$ cat src/rtl/riscv_muldiv_if.sv
// Request/response bundle between the register-file read stage and the RV32M
// mul/div unit. The master issues operations and the slave (the unit) returns results.
interface riscv_muldiv_if #(
  parameter int XLEN = 32
) ();
  logic            start;
  logic [2:0]      funct3;
  logic [XLEN-1:0] op_a;
  logic [XLEN-1:0] op_b;
  logic            busy;
  logic            done;
  logic [XLEN-1:0] result;

  modport master (output start, funct3, op_a, op_b, input busy, done, result);
  modport slave  (input start, funct3, op_a, op_b, output busy, done, result);
endinterface

$ cat src/rtl/riscv_muldiv_unit.sv
// Iterative radix-2 RV32M multiply/divide unit. Each operation goes through
// IDLE -> PREP -> RUN (XLEN steps) -> FIX -> DONE, and the result is held until the next FIX.
module riscv_muldiv_unit #(
  parameter int XLEN = 32
) (
  input  logic           clk,
  input  logic           rst,
  riscv_muldiv_if.slave  bus
);
  localparam int CNT_W = $clog2(XLEN);
  localparam logic [CNT_W-1:0] LAST_STEP = CNT_W'(XLEN - 1);
  localparam logic [XLEN-1:0]  MIN_INT   = {1'b1, {(XLEN-1){1'b0}}};
  localparam logic [XLEN-1:0]  ALL_ONES  = '1;

  typedef enum logic [2:0] {IDLE, PREP, RUN, FIX, DONE} state_t;

  state_t            state_reg, state_next;
  logic [2:0]        fn_reg;
  logic [XLEN-1:0]   a_reg, b_reg, opnd_reg, result_reg;
  logic [2*XLEN-1:0] acc_reg;
  logic [CNT_W-1:0]  cnt_reg;
  logic              sign_a_reg, sign_b_reg, div0_reg, ovf_reg;
  logic              busy, done;

  always_ff @(posedge clk) begin
    if (!rst) state_reg <= IDLE;
    else      state_reg <= state_next;
  end

  always_comb begin
    state_next = state_reg;
    unique case (state_reg)
      IDLE:    if (bus.start) state_next = PREP;
      PREP:    state_next = RUN;
      RUN:     if (cnt_reg == LAST_STEP) state_next = FIX;
      FIX:     state_next = DONE;
      DONE:    state_next = bus.start ? PREP : IDLE;
      default: state_next = IDLE;
    endcase
  end

  always_comb begin
    busy = 1'b0;
    done = 1'b0;
    unique case (state_reg)
      PREP, RUN, FIX: busy = 1'b1;
      DONE:           done = 1'b1;
      default:        ;
    endcase
  end

  assign bus.busy   = busy;
  assign bus.done   = done;
  assign bus.result = result_reg;

  // Operand signedness as decoded from the latched funct3.
  logic            is_div, signed_a, signed_b, sa, sb;
  logic [XLEN-1:0] mag_a, mag_b;
  assign is_div   = fn_reg[2];
  assign signed_a = (fn_reg == 3'b001) || (fn_reg == 3'b010) || (fn_reg == 3'b100) || (fn_reg == 3'b110);
  assign signed_b = (fn_reg == 3'b001) || (fn_reg == 3'b100) || (fn_reg == 3'b110);
  assign sa       = signed_a & a_reg[XLEN-1];
  assign sb       = signed_b & b_reg[XLEN-1];
  assign mag_a    = sa ? -a_reg : a_reg;
  assign mag_b    = sb ? -b_reg : b_reg;

  // acc_reg = {high, low}: product/multiplier for MUL*, remainder/quotient for DIV*.
  logic [XLEN:0]     mul_sum, div_shift, div_diff;
  logic [2*XLEN-1:0] mul_next, div_next;
  assign mul_sum   = {1'b0, acc_reg[2*XLEN-1:XLEN]} + (acc_reg[0] ? {1'b0, opnd_reg} : '0);
  assign mul_next  = {mul_sum, acc_reg[XLEN-1:1]};
  assign div_shift = acc_reg[2*XLEN-1:XLEN-1];
  assign div_diff  = div_shift - {1'b0, opnd_reg};
  assign div_next  = div_diff[XLEN] ? {div_shift[XLEN-1:0], acc_reg[XLEN-2:0], 1'b0}
                                    : {div_diff[XLEN-1:0],  acc_reg[XLEN-2:0], 1'b1};

  logic [2*XLEN-1:0] prod;
  logic [XLEN-1:0]   quot, rem, fix_result;
  assign prod = (sign_a_reg ^ sign_b_reg) ? -acc_reg : acc_reg;
  assign quot = (sign_a_reg ^ sign_b_reg) ? -acc_reg[XLEN-1:0] : acc_reg[XLEN-1:0];
  assign rem  = sign_a_reg ? -acc_reg[2*XLEN-1:XLEN] : acc_reg[2*XLEN-1:XLEN];

  always_comb begin
    fix_result = '0;
    unique case (fn_reg)
      3'b000:                 fix_result = prod[XLEN-1:0];
      3'b001, 3'b010, 3'b011: fix_result = prod[2*XLEN-1:XLEN];
      3'b100, 3'b101:         fix_result = div0_reg ? ALL_ONES : (ovf_reg ? MIN_INT : quot);
      default:                fix_result = div0_reg ? a_reg : (ovf_reg ? '0 : rem);
    endcase
  end

  always_ff @(posedge clk) begin
    if (!rst) begin
      fn_reg     <= '0;
      a_reg      <= '0;
      b_reg      <= '0;
      opnd_reg   <= '0;
      acc_reg    <= '0;
      cnt_reg    <= '0;
      sign_a_reg <= 1'b0;
      sign_b_reg <= 1'b0;
      div0_reg   <= 1'b0;
      ovf_reg    <= 1'b0;
      result_reg <= '0;
    end else begin
      unique case (state_reg)
        IDLE, DONE: begin
          if (bus.start) begin
            fn_reg <= bus.funct3;
            a_reg  <= bus.op_a;
            b_reg  <= bus.op_b;
          end
        end
        PREP: begin
          sign_a_reg <= sa;
          sign_b_reg <= sb;
          opnd_reg   <= is_div ? mag_b : mag_a;
          acc_reg    <= {{XLEN{1'b0}}, (is_div ? mag_a : mag_b)};
          cnt_reg    <= '0;
          div0_reg   <= is_div && (b_reg == '0);
          ovf_reg    <= is_div && !fn_reg[0] && (a_reg == MIN_INT) && (b_reg == ALL_ONES);
        end
        RUN: begin
          acc_reg <= is_div ? div_next : mul_next;
          cnt_reg <= cnt_reg + 1'b1;
        end
        FIX:     result_reg <= fix_result;
        default: ;
      endcase
    end
  end
endmodule

$ cat src/flat_wrapper.sv
// flat-port wrapper written by rule: the top's interface ports become plain ports
module riscv_muldiv_unit_flat 
#(
  parameter int XLEN = 32
)
  (clk, rst, bus_start, bus_funct3, bus_op_a, bus_op_b, bus_busy, bus_done, bus_result);
  riscv_muldiv_if #(.XLEN(XLEN)) bus_i ();
  input  logic clk;
  input  logic rst;
  input wire logic [$bits(bus_i.start)-1:0] bus_start;
  input wire logic [$bits(bus_i.funct3)-1:0] bus_funct3;
  input wire logic [$bits(bus_i.op_a)-1:0] bus_op_a;
  input wire logic [$bits(bus_i.op_b)-1:0] bus_op_b;
  output wire logic [$bits(bus_i.busy)-1:0] bus_busy;
  output wire logic [$bits(bus_i.done)-1:0] bus_done;
  output wire logic [$bits(bus_i.result)-1:0] bus_result;
  assign bus_i.start = bus_start;
  assign bus_i.funct3 = bus_funct3;
  assign bus_i.op_a = bus_op_a;
  assign bus_i.op_b = bus_op_b;
  assign bus_busy = bus_i.busy;
  assign bus_done = bus_i.done;
  assign bus_result = bus_i.result;
  riscv_muldiv_unit #(.XLEN(XLEN)) u_core (.clk(clk), .rst(rst), .bus(bus_i));
endmodule
$ cat config.mk
export PLATFORM = sky130hd
export DESIGN_NAME = riscv_muldiv_unit_flat
export DESIGN_NICKNAME = d
export VERILOG_FILES = /design/src/rtl/riscv_muldiv_if.sv /design/src/rtl/riscv_muldiv_unit.sv /design/src/flat_wrapper.sv
export SDC_FILE = /design/constraint.sdc
export NUM_CORES = 1
export LEC_CHECK = 0
export BUFFER_PORTS_ARGS = -buffer_cell sky130_fd_sc_hd__buf_2
export CORE_MARGIN = 2
export CORE_UTILIZATION = 45
export DETAILED_ROUTE_END_ITERATION = 16
export HOLD_SLACK_MARGIN = 0.12
export SETUP_SLACK_MARGIN = 0.1
export SYNTH_ARGS = -nofsm -noshare
export SYNTH_HDL_FRONTEND = slang
export SYNTH_SLANG_ARGS = --single-unit
$ cat constraint.sdc
create_clock -name clk -period 6.1 [get_ports clk]
set_input_delay 1.22 -clock clk [delete_from_list [all_inputs] [get_ports clk]]
set_output_delay 1.22 -clock clk [all_outputs]
set_load 0.02 [all_outputs]
# Word-level counts from Yosys, hierarchy flattened
# Cells that the tools add are included.
# Widths: inputs -> output; s select.
# word_totals
output_inout_bits,34
inputBits,70
wordCells,81
regBits,207
# op_classes
eq_ne,15
addsub,8
bitwise_logic,3
n_reduce_logical,20
muxes,23
# op_table
cell,n
$mux 32,11
$mux 64,3
$neg 32->32,4
$pmux 64 s2,1
$pmux 32 s3,1
$eq 32x32->1 const B,2
$neg 64->64,1
$add 32x33->33,1
$sub 33x32->33,1
$logic_not 32->1,1
$pmux 3 s5,1
$eq 3x2->1 const B,4
$eq 3x3->1 const B,4
$pmux 5 s2,1
$eq 3x1->1 const B,2
$logic_not 3->1,2
$mux 3,2
$reduce_or 3->1,2
$add 5x1->5 const B,1
$eq 5x5->1 const B,1
$logic_or 1x1->1,5
$logic_and 1x1->1,4
$reduce_and 2->1,2
$reduce_or 2->1,2
7 further kinds,10

# Depth between registers and ports, before layout
# depth
word_depth,8
depth_mapped,15
mapped_depth_nobuf,13

# Least setup slack after synthesis
# OpenSTA, ideal clock, no wires.
# synth_path
path_type,reg2reg
startpoint,reg u_core.acc_reg[31]
endpoint,reg u_core.acc_reg[56]
required_ns,5.969
synth_period_minus_slack_ns,3.370
n_path_buf,2
setup_ns,0.131
setup_slack_ns,2.730
arrival_time_ns,3.238
path_stages_with_launch,15
cell_sequence,dfxtp_1 > clkbuf_1 > inv_1 > ha_1 > fa_1 > nand2b_1 > a21oi_1 > o21a_1 > a31oi_1 > a21oi_1 > o211ai_1 > clkbuf_1 > a32o_1 > a31oi_1 > o21ai_0
# synth_between
elab_chain_cells,4
# synth_lines
item,line_no,source
from (decl),riscv_muldiv_unit.sv:20,logic [2*XLEN-1:0] acc_reg;
from (signal assigned),riscv_muldiv_unit.sv:119,"acc_reg <= {{XLEN{1'b0}}, (is_div ? mag_a : mag_b)};"
from (signal assigned),riscv_muldiv_unit.sv:125,acc_reg <= is_div ? div_next : mul_next;
$sub 33x32->33,riscv_muldiv_unit.sv:73,"assign div_diff = div_shift - {1'b0, opnd_reg};"
$mux 64,riscv_muldiv_unit.sv:74,"assign div_next = div_diff[XLEN] ? {div_shift[XLEN-1:0], acc_reg[XLEN-2:0], 1'b0}"
$mux 64,riscv_muldiv_unit.sv:125,
$pmux 64 s2,riscv_muldiv_unit.sv:107,unique case (state_reg)
# No other way between the ends.
# A chain may end at the register's enable or synchronous reset.

# Final worst setup path
# layout_path
startpoint,reg u_core.acc_reg[31]
endpoint,reg u_core.acc_reg[51]
# Same word-level chain as after synthesis.

==> impl_results.html <==
<table>
<tr><th>Metric</th><th>Value</th></tr>
<tr><th colspan="2">Floorplanning</th></tr>
<tr><td>Row cnt</td><td>71</td></tr>
<tr><td>Die width</td><td>199 um</td></tr>
<tr><td>Area of the placeable core</td><td>37600 sq um</td></tr>
<tr><td>Boundary pin count</td><td>104</td></tr>
<tr><td>Chip Height</td><td>199 um</td></tr>
<tr><td>Total die area</td><td>39700 sq um</td></tr>
<tr><td>Starting Density</td><td>45.6%</td></tr>
<tr><th colspan="2">STA</th></tr>
<tr><td>Clock tree skew after final layout</td><td>25.5 ps</td></tr>
<tr><td>Max-slew headroom</td><td>17.3%</td></tr>
<tr><td>Highest attainable clock frequency</td><td>248 MHz</td></tr>
<tr><td>Endpoints failing setup</td><td>0</td></tr>
<tr><td>Measured slew at the worst slew-check pin</td><td>1240 ps</td></tr>
<tr><td>Minimum period implied by the final worst setup slack</td><td>4030 ps</td></tr>
<tr><td>Number of slew-limit violations in the final report</td><td>0</td></tr>
<tr><td>Number of hold-slack violations in the final timing report</td><td>0</td></tr>
<tr><td>Setup_tns</td><td>0 ps</td></tr>
<tr><td>Fin crit share</td><td>66.1%</td></tr>
<tr><td>Setup repair after global routing missed its margin</td><td>false</td></tr>
<tr><th colspan="2">Worst setup path</th></tr>
<tr><td>CP Capture Type</td><td>flop</td></tr>
<tr><td>Startpoint-to-endpoint class of the critical path</td><td>flop to flop</td></tr>
<tr><td>Required @ worst endpoint</td><td>6530 ps</td></tr>
<tr><td>Maximum net fanout on the critical path</td><td>54</td></tr>
<tr><td>Element type at the critical path start</td><td>flop</td></tr>
<tr><td>Arrival time at the worst endpoint</td><td>4460 ps</td></tr>
<tr><th colspan="2">Detailed routing</th></tr>
<tr><td>DRC violations left</td><td>0</td></tr>
<tr><td>Vias per inst</td><td>6.22</td></tr>
<tr><td>Antenna-violating nets left</td><td>0</td></tr>
<tr><td>Number of iterations in the first detailed-routing pass</td><td>5</td></tr>
<tr><td>Iteration-0 DRC count of the detailed router</td><td>1706</td></tr>
<tr><td>Routed wire per std cell</td><td>22.7 um</td></tr>
<tr><td>Drt total wl</td><td>64900 um</td></tr>
<tr><td>Total number of vias</td><td>17800</td></tr>
<tr><th colspan="2">CTS</th></tr>
<tr><td>Post-CTS Setup Inserts</td><td>0</td></tr>
<tr><td>Clock tree from TritonCTS</td><td>yes</td></tr>
<tr><td>Number of buffers created by CTS</td><td>27</td></tr>
<tr><td>Worst-case clock buffer depth</td><td>3</td></tr>
<tr><td>Clock slew seen by the registers of the worst setup and hold paths</td><td>60 ps</td></tr>
<tr><td>H-tree depth reported by CTS</td><td>1</td></tr>
<tr><td>Clock tree root driver cell</td><td>sky130_fd_sc_hd__clkbuf_16</td></tr>
<tr><td>CTS Hold Bufs</td><td>0</td></tr>
<tr><td>Number of gates given a new drive strength after cts</td><td>0</td></tr>
<tr><td>Insertion delay of the later-clocked pin in the worst-skew pair</td><td>570 ps</td></tr>
<tr><td>Clock sinks</td><td>207</td></tr>
<tr><th colspan="2">Synthesis</th></tr>
<tr><td>Number of synthesized flops with an enable pin</td><td>0</td></tr>
<tr><td>Mean area per synthesized cell</td><td>7.25 sq um</td></tr>
<tr><td>Synthesized-area fraction occupied by ao, oa, aoi and oai cells</td><td>29.1%</td></tr>
<tr><td>Portion of synthesized cell area occupied by the leading cell type</td><td>24.2%</td></tr>
<tr><td>Netlist area before placement</td><td>17100 sq um</td></tr>
<tr><td>Total of flip-flops plus latches after synthesis</td><td>207</td></tr>
<tr><td>Sequential cell area fraction in the yosys report</td><td>24.2%</td></tr>
<tr><td>Leading post-synthesis cells by cell area</td><td>sky130_fd_sc_hd__dfxtp_1 24%, sky130_fd_sc_hd__nand2_1 8.1%, sky130_fd_sc_hd__xnor2_1 6.0%</td></tr>
<tr><td>Count of different cell masters after synthesis</td><td>82</td></tr>
<tr><td>Gate count of the mapped netlist</td><td>2364</td></tr>
<tr><td>Share of synthesized cell area in full adder, half adder and majority cells</td><td>5.41%</td></tr>
<tr><td>Synthesis warning total</td><td>0</td></tr>
<tr><td>Mux contribution to synthesized area</td><td>2.71%</td></tr>
<tr><td>Share of synthesized flip-flops with an asynchronous set or reset</td><td>0%</td></tr>
<tr><td>Top_reg_cell synth</td><td>sky130_fd_sc_hd__dfxtp_1</td></tr>
<tr><td>Synth Area in Simple Gates</td><td>22.5%</td></tr>
<tr><td>Total nets after synthesis</td><td>2507</td></tr>
<tr><td>Largest area contributor in the netlist</td><td>sky130_fd_sc_hd__dfxtp_1</td></tr>
<tr><td>Combinational family with the most area after synthesis</td><td>compound AO/OA/AOI/OAI gates</td></tr>
<tr><td>Synthesized-area fraction occupied by xor and xnor cells</td><td>10.3%</td></tr>
<tr><th colspan="2">GRT</th></tr>
<tr><td>Initial antenna violation count</td><td>0</td></tr>
<tr><td>Total Routing Usage GR</td><td>32.2%</td></tr>
<tr><td>Number of global-route vias before repair</td><td>16400</td></tr>
<tr><td>Maximum number of pins on one net before global-route repair</td><td>114</td></tr>
<tr><td>Grt total ovfl</td><td>0</td></tr>
<tr><td>First-pass GRT wire length</td><td>98500 um</td></tr>
<tr><th colspan="2">Finish</th></tr>
<tr><td>Number of nets in the layout</td><td>2469</td></tr>
<tr><td>Area Overhead vs Synth</td><td>8.83%</td></tr>
<tr><td>Fraction of final layout cells with drive strength greater than 1</td><td>9.04%</td></tr>
<tr><td>Antenna cells</td><td>0</td></tr>
<tr><td>Post-Layout Cell Count</td><td>2855</td></tr>
<tr><td>Multi-input logic area</td><td>12000 sq um</td></tr>
<tr><td>Footprint of the flip-flops and latches</td><td>4150 sq um</td></tr>
<tr><td>Count of filler cells inserted in the layout</td><td>3822</td></tr>
<tr><td>Number of flip-flops in the largest register</td><td>64</td></tr>
<tr><th colspan="2">Placed design</th></tr>
<tr><td>Routability cong.</td><td>0.965</td></tr>
<tr><td>Number of buffers added on ports</td><td>103</td></tr>
<tr><td>Placed cell count</td><td>2808</td></tr>
<tr><td>Hpwl dp</td><td>48600 um</td></tr>
<tr><th colspan="2">Power</th></tr>
<tr><td>Cell Pwr Density</td><td>245 nW/um^2</td></tr>
<tr><td>Leak</td><td>7.38 nW</td></tr>
<tr><td>Peak VDD IR</td><td>0.212 mV</td></tr>
<tr><th colspan="2">Flow run</th></tr>
<tr><td>Max-capacitance violation count</td><td>0</td></tr>
<tr><th colspan="2">Status</th></tr>
<tr><td>Result of the run</td><td>finished clean</td></tr>
<tr><th colspan="2">Hold path</th></tr>
<tr><td>Min-delay worst type</td><td>flop to flop</td></tr>
</table>
cells in the final DEF, fill, tap and decap left out, types with 15 or more instances in the layout:
cell and n:
sky130_fd_sc_hd__nor3_1 58, sky130_fd_sc_hd__inv_1 63, sky130_fd_sc_hd__nor2_1 191, sky130_fd_sc_hd__xor2_1 83, sky130_fd_sc_hd__clkbuf_16 27, sky130_fd_sc_hd__and2_1 23
sky130_fd_sc_hd__nor2b_1 21, sky130_fd_sc_hd__a21oi_1 171, sky130_fd_sc_hd__o221ai_1 17, sky130_fd_sc_hd__nand2b_1 16, sky130_fd_sc_hd__nand2_1 367, sky130_fd_sc_hd__buf_4 27
sky130_fd_sc_hd__a31oi_1 21, sky130_fd_sc_hd__a21o_1 28, sky130_fd_sc_hd__o21ai_0 150, sky130_fd_sc_hd__nand3_1 31, sky130_fd_sc_hd__dfxtp_1 205, sky130_fd_sc_hd__nor4_1 22
sky130_fd_sc_hd__buf_2 102, sky130_fd_sc_hd__ha_1 71, sky130_fd_sc_hd__o211ai_1 28, sky130_fd_sc_hd__a22o_1 16, sky130_fd_sc_hd__a21boi_0 88, sky130_fd_sc_hd__a221o_1 16
sky130_fd_sc_hd__a211oi_1 19, sky130_fd_sc_hd__nand4_1 24, sky130_fd_sc_hd__o31ai_1 32, sky130_fd_sc_hd__xnor2_1 117, sky130_fd_sc_hd__a32o_1 21, sky130_fd_sc_hd__and3_1 15
sky130_fd_sc_hd__mux2i_1 43, sky130_fd_sc_hd__a221oi_1 47
critical path, stage by stage (launching register included):
cell and delay, ps:
sky130_fd_sc_hd__dfxtp_1 700, sky130_fd_sc_hd__inv_1 100, sky130_fd_sc_hd__ha_1 250, sky130_fd_sc_hd__fa_1 420
sky130_fd_sc_hd__nand2b_1 190, sky130_fd_sc_hd__a21oi_1 210, sky130_fd_sc_hd__o21a_1 280, sky130_fd_sc_hd__a31oi_1 280
sky130_fd_sc_hd__a21o_1 230, sky130_fd_sc_hd__o211ai_1 80, sky130_fd_sc_hd__buf_4 480, sky130_fd_sc_hd__mux2_2 400
sky130_fd_sc_hd__a22oi_1 120, sky130_fd_sc_hd__o21ai_0 100
layout make-up:
type                       instances  share of cell area (%)
timing repair buffer             129                    3.82
tap                              511                    3.43
inverter                          66                    1.33
clock inverter                     9                   0.677
clock buffer                      38                    4.11
sequential                       207                    22.2
multi-input combinational       1895                    64.4
logic make-up after synthesis:
group           Yosys count
compound gates          740
xor+xnor                201
fa+ha+maj                73
buf+inv                 262
flops                   207
mux                      46
simple gates            835
path summary, 6_finish.rpt:
check | startpoint | end | slack (ps) | cells past startpoint
min reg2reg | u_core.bus.result[7] | u_core.bus.result[7] | 450 | 2
min | u_core.bus.result[7] | u_core.bus.result[7] | 450 | 2
max | u_core.acc_reg[31] | u_core.acc_reg[51] | 2070 | 13
max reg2reg | u_core.acc_reg[31] | u_core.acc_reg[51] | 2070 | 13
metrics by stage:
stage	power (mW)	cell area (sq um)	hold slack [ps]	util [%]	setup slack [ps]
detailed placement	2.92	17800	438	47.3	2150
CTS	4.57	18700	451	49.7	2100
global route	4.78	18700	467	49.7	1890
floorplan	2.50	17100	441	-	2730
global placement	2.91	17800	435	47.3	2180
finish	4.58	18700	449	49.7	2070
power breakdown:
group | total [mW] | switching [mW] | internal (mW)
registers | 1.54 | 0.129 | 1.41
clock network | 1.65 | 0.652 | 0.995
logic | 1.39 | 0.920 | 0.467
total | 4.58 | 1.70 | 2.87
synthesized netlist by cell type, drive strengths merged (31+ instances only):
| library cell | count |
|---|---|
| a21boi | 88 |
| a21oi | 171 |
| a221oi | 47 |
| clkbuf | 170 |
| dfxtp | 207 |
| ha | 71 |
| inv | 65 |
| mux2i | 43 |
| nand2 | 368 |
| nand3 | 31 |
| nor2 | 192 |
| nor3 | 60 |
| o21ai | 152 |
| o31ai | 32 |
| xnor2 | 118 |
| xor2 | 83 |
metal layers:
| layer | part of all wire, % | up-vias | GRT usage (%) |
|---|---|---|---|
| met2 | 44 | 713 | 51.6 |
| met1 | 45 | 8488 | 44.5 |
| met5 | 0 | - | 0 |
| met3 | 6.9 | 143 | 3.46 |
| met4 | 3.9 | 0 | 12.2 |
| li1 | - | 8411 | - |
Note: power is estimated with default switching activity, not from simulation.
